==> config.mk <==
export PLATFORM = sky130hd
export DESIGN_NAME = voice_allocator
export DESIGN_NICKNAME = d
export VERILOG_FILES = /design/src/rtl/voice_allocator.sv
export SDC_FILE = /design/constraint.sdc
export NUM_CORES = 1
export LEC_CHECK = 0
export CAP_MARGIN = 5
export CORE_ASPECT_RATIO = 1.2
export CORE_MARGIN = 4
export CORE_UTILIZATION = 45
export DETAILED_ROUTE_END_ITERATION = 8
export PLACE_DENSITY = 0.7
export SLEW_MARGIN = 5
export SYNTH_ARGS = -nofsm -noshare
export SYNTH_HDL_FRONTEND = slang
export SYNTH_SLANG_ARGS = --single-unit
==> constraint.sdc <==
create_clock -name clk_i -period 3.7 [get_ports clk_i]
set_clock_uncertainty 0.05 [all_clocks]
set_input_delay 0.74 -clock clk_i [delete_from_list [all_inputs] [get_ports clk_i]]
set_output_delay 0.74 -clock clk_i [all_outputs]
set_load 0.01 [all_outputs]
==> src/rtl/voice_allocator.sv <==
// Round-robin note-to-voice scheduler with beat-based occupancy tracking.
// Define VOICE_ALLOC_STEAL_EN to let a full pool steal the voice closest to finishing.
module voice_allocator #(
   parameter int unsigned NUM_VOICES = 3,
   parameter int unsigned NOTE_W     = 6,
   parameter int unsigned DUR_W      = 6
) (
   input  logic                         clk_i,
   input  logic                         reset_i,
   input  logic                         flush_i,
   input  logic                         beat_i,
   input  logic                         req_valid_i,
   input  logic [NOTE_W-1:0]            req_note_i,
   input  logic [DUR_W-1:0]             req_duration_i,
   output logic                         req_ready_o,
   output logic [NUM_VOICES-1:0]        load_note_o,
   output logic [NUM_VOICES*NOTE_W-1:0] note_out_o,
   output logic [NUM_VOICES*DUR_W-1:0]  duration_out_o,
   output logic [NUM_VOICES-1:0]        voice_busy_o,
   output logic [7:0]                   steal_count_o
);

   localparam int unsigned PtrW = $clog2(NUM_VOICES);
`ifdef VOICE_ALLOC_STEAL_EN
   localparam bit StealEn = 1'b1;
`else
   localparam bit StealEn = 1'b0;
`endif

   typedef enum logic {StIdle, StGrant} state_e;

   state_e                  state_q, state_d;
   logic [DUR_W-1:0]        remaining_q [NUM_VOICES];
   logic [PtrW-1:0]         rr_ptr_q, sel_q, free_idx, pick_idx;
   logic [PtrW:0]           scan_idx;
   logic [NOTE_W-1:0]       note_lat_q;
   logic [DUR_W-1:0]        dur_lat_q;
   logic [NUM_VOICES*NOTE_W-1:0] note_q;
   logic [NUM_VOICES*DUR_W-1:0]  dur_q;
   logic                    any_free, accept, alloc, grant;

   assign accept = req_valid_i && req_ready_o;
   assign alloc  = accept && (req_duration_i != '0);
   assign grant  = (state_q == StGrant) && !flush_i && !reset_i;
   assign note_out_o     = note_q;
   assign duration_out_o = dur_q;

   // A voice is busy exactly while it still has beats left to play.
   always_comb begin
      voice_busy_o = '0;
      for (int v = 0; v < NUM_VOICES; v++) voice_busy_o[v] = (remaining_q[v] != '0);
   end

   always_comb begin
      any_free = 1'b0;
      free_idx = '0;
      scan_idx = '0;
      for (int unsigned i = 0; i < NUM_VOICES; i++) begin
         scan_idx = {1'b0, rr_ptr_q} + (PtrW+1)'(i);
         if (scan_idx >= (PtrW+1)'(NUM_VOICES)) scan_idx = scan_idx - (PtrW+1)'(NUM_VOICES);
         if (!any_free && !voice_busy_o[scan_idx[PtrW-1:0]]) begin
            any_free = 1'b1;
            free_idx = scan_idx[PtrW-1:0];
         end
      end
   end

`ifdef VOICE_ALLOC_STEAL_EN
   logic [PtrW-1:0]  victim_idx;
   logic [DUR_W-1:0] min_rem;
   logic             steal_pend_q;
   logic [7:0]       steal_cnt_q;

   // Strict less-than keeps the lowest index on a tie.
   always_comb begin
      victim_idx = '0;
      min_rem    = remaining_q[0];
      for (int i = 1; i < NUM_VOICES; i++) begin
         if (remaining_q[i] < min_rem) begin
            min_rem    = remaining_q[i];
            victim_idx = PtrW'(i);
         end
      end
   end

   assign pick_idx      = any_free ? free_idx : victim_idx;
   assign steal_count_o = steal_cnt_q;

   always_ff @(posedge clk_i) begin
      if (reset_i) begin
         steal_pend_q <= 1'b0;
         steal_cnt_q  <= 8'd0;
      end else if (!flush_i) begin
         if (alloc) steal_pend_q <= !any_free;
         if (grant && steal_pend_q && (steal_cnt_q != 8'hFF)) steal_cnt_q <= steal_cnt_q + 8'd1;
      end
   end
`else
   assign pick_idx      = free_idx;
   assign steal_count_o = 8'd0;
`endif

   always_ff @(posedge clk_i) begin
      if (reset_i) state_q <= StIdle;
      else         state_q <= state_d;
   end

   always_comb begin
      state_d = state_q;
      if (flush_i) begin
         state_d = StIdle;
      end else begin
         unique case (state_q)
            StIdle:  if (alloc) state_d = StGrant;
            StGrant: state_d = StIdle;
            default: state_d = StIdle;
         endcase
      end
   end

   always_comb begin
      req_ready_o = (state_q == StIdle) && !flush_i && !reset_i && (any_free || StealEn);
      load_note_o = '0;
      if (grant) load_note_o[sel_q] = 1'b1;
   end

   always_ff @(posedge clk_i) begin
      if (reset_i) begin
         rr_ptr_q   <= '0;
         sel_q      <= '0;
         note_lat_q <= '0;
         dur_lat_q  <= '0;
         note_q     <= '0;
         dur_q      <= '0;
         for (int v = 0; v < NUM_VOICES; v++) remaining_q[v] <= '0;
      end else if (flush_i) begin
         rr_ptr_q <= '0;
         for (int v = 0; v < NUM_VOICES; v++) remaining_q[v] <= '0;
      end else begin
         if (alloc) begin
            sel_q      <= pick_idx;
            note_lat_q <= req_note_i;
            dur_lat_q  <= req_duration_i;
         end
         // The voice being loaded ignores a coincident beat.
         for (int v = 0; v < NUM_VOICES; v++) begin
            if (grant && (sel_q == PtrW'(v))) remaining_q[v] <= dur_lat_q;
            else if (beat_i && (remaining_q[v] != '0)) remaining_q[v] <= remaining_q[v] - 1'b1;
         end
         if (grant) begin
            note_q[int'(sel_q)*NOTE_W +: NOTE_W] <= note_lat_q;
            dur_q[int'(sel_q)*DUR_W +: DUR_W]    <= dur_lat_q;
            rr_ptr_q <= (sel_q == PtrW'(NUM_VOICES - 1)) ? '0 : sel_q + 1'b1;
         end
      end
   end

endmodule

==> results of run 1 <==
## metrics by stage
stage / worst slack, ns / cells / power, W / hold WS [ns] / util
5_1_grt: 0.100 / 567 / 0.00190 / 0.445 / 0.575
3_5_place_dp: 0.349 / 551 / 0.00115 / 0.403 / 0.547
2_1_floorplan: 0.830 / 427 / 0.00108 / 0.426 / -
4_1_cts: 0.225 / 567 / 0.00184 / 0.418 / 0.575
6_report: 0.265 / 567 / 0.00183 / 0.416 / 0.575
3_3_place_gp: 0.414 / 551 / 0.00114 / 0.402 / 0.547
## final timing paths
path / start / endpoint / slack (ns) / depth (start not counted)
max: remaining_q[2][0]$_DFFE_PP_ / req_ready_o / 0.26 / 9
min: duration_out_o[12]$_SDFFE_PP0P_ / duration_out_o[12]$_SDFFE_PP0P_ / 0.42 / 2
max reg2reg: sel_q[0]$_SDFFE_PP0P_ / note_out_o[1]$_SDFFE_PP0P_ / 0.78 / 6
min reg2reg: duration_out_o[12]$_SDFFE_PP0P_ / duration_out_o[12]$_SDFFE_PP0P_ / 0.42 / 2
## what timing repair did
action	in CTS	in global routing
endpoints found under the hold margin	0	0
resized for setup	1	0
setup endpoints to repair	1	0
hold buffers	0	0
## logic make-up (layout without fill, tap and decap cells)
group,count (synthesis),after routing,synth area share
XOR/XNOR,12,12,0.0286
flip-flops,71,71,0.435
multiplexers,7,7,0.0190
other,1,8,0.00102
adder cells (fa/ha/maj),12,12,0.0408
AO/OA/AOI/OAI,120,120,0.219
buffers and inverters,53,101,0.0707
AND/OR/NAND/NOR,144,144,0.186
## flip-flops by register name (all words and copies together), names as in the netlist
signal          flops
state_q             1
note_out_o         18
note_lat_q          6
dur_lat_q           6
rr_ptr_q            2
remaining_q        18
sel_q               2
duration_out_o     18
## worst reg2reg max path: stages (launching register included)
cell     delay [ns]
dfxtp_1        0.62
inv_1          0.26
ha_1           0.57
nor2b_1        0.40
nor4b_1        0.70
a22oi_1        0.15
nor2_1         0.12
## synth_stat cells, types with 2 or more instances
cell type / number
a21oi_1: 31
clkbuf_1: 20
o22ai_1: 7
and3_1: 3
xor2_1: 6
nand2b_1: 2
nand3_1: 24
ha_1: 12
dfxtp_1: 53
nor3_1: 7
nor3b_1: 3
edfxtp_1: 18
mux2i_1: 7
nand2_1: 20
or3b_4: 2
a22oi_1: 34
inv_1: 16
xnor2_1: 6
a22o_1: 8
nor2b_1: 3
buf_2: 4
o211ai_1: 2
a211oi_1: 12
o21ai_0: 18
buf_4: 8
nor2_1: 67
nand4_1: 3
buf_6: 2
## report_power, final
part / internal, W / leakage (nW) / switching [W]
logic: 0.000118 / 0.830 / 0.000160
registers: 0.000822 / 0.631 / 0.0000320
clock network: 0.000394 / 0.117 / 0.000304
## layout make-up
cell class              count  area share
well taps                  92      0.0255
clock buffers              12      0.0394
flip-flops and latches     71       0.355
multi-input cells         303       0.409
repair buffers             68       0.146
inverters                  17      0.0142
clock inverters             4      0.0108
## routing by layer
metal / routed length, um / vias up / share of wire / track usage
met5: 0 / - / 0 / 0
met4: 159 / 0 / 0.017 / 0.0766
met3: 351 / 14 / 0.038 / 0.0442
met2: 4730 / 74 / 0.51 / 0.339
met1: 4110 / 1523 / 0.44 / 0.242
li1: - / 1592 / - / -
==> out/qor.csv, run 1 <==
stage,metric,value,unit
sta,rsz0062_at_grt,false,
routing,drtAntennaViolNets,0,
floorplan,fp.coreArea,7840,sq um
final_layout,seqCellArea,1600,sq um
final_layout,drive_gt1_frac,0.0758,
yosys,syn_inst,420,
clocking,clock_latency,0.36,ns
floorplan,row_count,35,
clocking,clockBufferDepth,2,
worst_setup_path,cp_top_family,simple AND/OR/NAND/NOR gates,
final_layout,syn_to_final_growth,22.5,%
outcome,status,"finished, final reports clean",
floorplan,io_pins,68,
worst_setup_path,crit_path_top_delay_cell,edfxtp_1,
sta,hold_viol_final,0,
sta,post-route-period-util,0.929,
yosys,syn_area,3680,sq um
floorplan,die_y,107,um
floorplan,die_area,9700,sq um
final_layout,nets,499,
place,dpl_cell_area,4280,sq um
yosys,ys_seq_area_frac,0.435,
sta,setup-tns-final,0,ns
clocking,htreeDepth,3,
global_route,antenna_found_initial,0,
final_layout,multi_input_area,1850,sq um
clocking,cts_root_buffer,clkbuf_8,
floorplan,dieWidth,90.6,um
yosys,synth_cell_types,50,
worst_setup_path,path_cells,inv_1 > ha_1 > or3b_4 > nor3_4 > inv_2 > o2111ai_2 > a221oi_2 > nor3_1 > dlygate4sd2_1,
clocking,clkSlewWorstSetupHoldPaths,0.08,ns
global_route,first_global_vias,3205,
worst_setup_path,cp-end-kind,output pin,
place,port_buffers,59,
sta,setup_viol,0,
final_layout,fin_area,4510,sq um
global_route,grt_pass1_wl,15400,um
yosys,syn_area_per_cell,8.76,sq um
final_layout,antenna_cells,0,
clocking,clkSinkCount,71,
routing,drt-initial-drc-count,183,
yosys,synth_edf_count,18,
yosys,synth.area.top_cells,"dfxtp_1 29%, edfxtp_1 15%, a22oi_1 6.9%, nor2_1 6.8%, a21oi_1 4.2%",
sta,finalCriticalPeriod,3.44,ns
routing,drt-pass1-iter-count,4,
clocking,cts_buffers,9,
place,dpl.hpwl,6750,um
yosys,yosys.area.top_type,dfxtp_1,
sta,slew_violations,0,
yosys,synth-seq-cells,71,
worst_setup_path,cp_num_buf_inv,3,
pwr,power_density,406,nW/um^2
yosys,netlist.area_leader.share,0.288,
routing,wl_per_cell,16.5,um
worst_setup_path,path_class,flop to output pin,
worst_setup_path,start_kind,flop,
yosys,synthArstFlopShare,0,
hold_path,hp-class,flop to flop,
global_route,grt_max_degree,33,
worst_setup_path,cp_slowest_stage_delay,0.41,ns
worst_setup_path,critPathMaxFanout,7,
global_route,grt_use_total,0.198,
sta,relSlewSlack,0.465,
worst_setup_path,worstPathRequired,2.91,ns
place,routabilityCongestion,0.854,
clocking,postCtsSetupBuffers,0,
routing,num_vias,3203,
pwr,cellLeakagePower,1.58,nW
pwr,ir_drop,0.000239,V
routing,drc,0,
worst_setup_path,arrival,2.65,ns
clocking,cts_tree,yes,
yosys,ys.flop_type,dfxtp_1,
yosys,yosys_warnings,0,
global_route,grt_overflow,0,
routing,routed_via_density,5.65,
final_layout,fill_cells,698,
sta,worst_pin_slew,0.791,ns
final_layout,mostFrequentLayoutCell,nor2_1,
routing,wl,9360,um
run,cap_violations,0,
floorplan,start_util,0.470,
final_layout,mostFrequentLayoutCells,"67 x nor2_1, 58 x clkdlybuf4s50_1, 53 x dfxtp_1",
sta,max_clock_freq,0.291,GHz
(Power assumes the default switching activity.)
==> run 2: changes to the inputs <==
- CTS_CLUSTER_DIAMETER: default -> 100
==> results of run 2 <==
The final DEF is identical to that of run 1; final timing and power are the same.
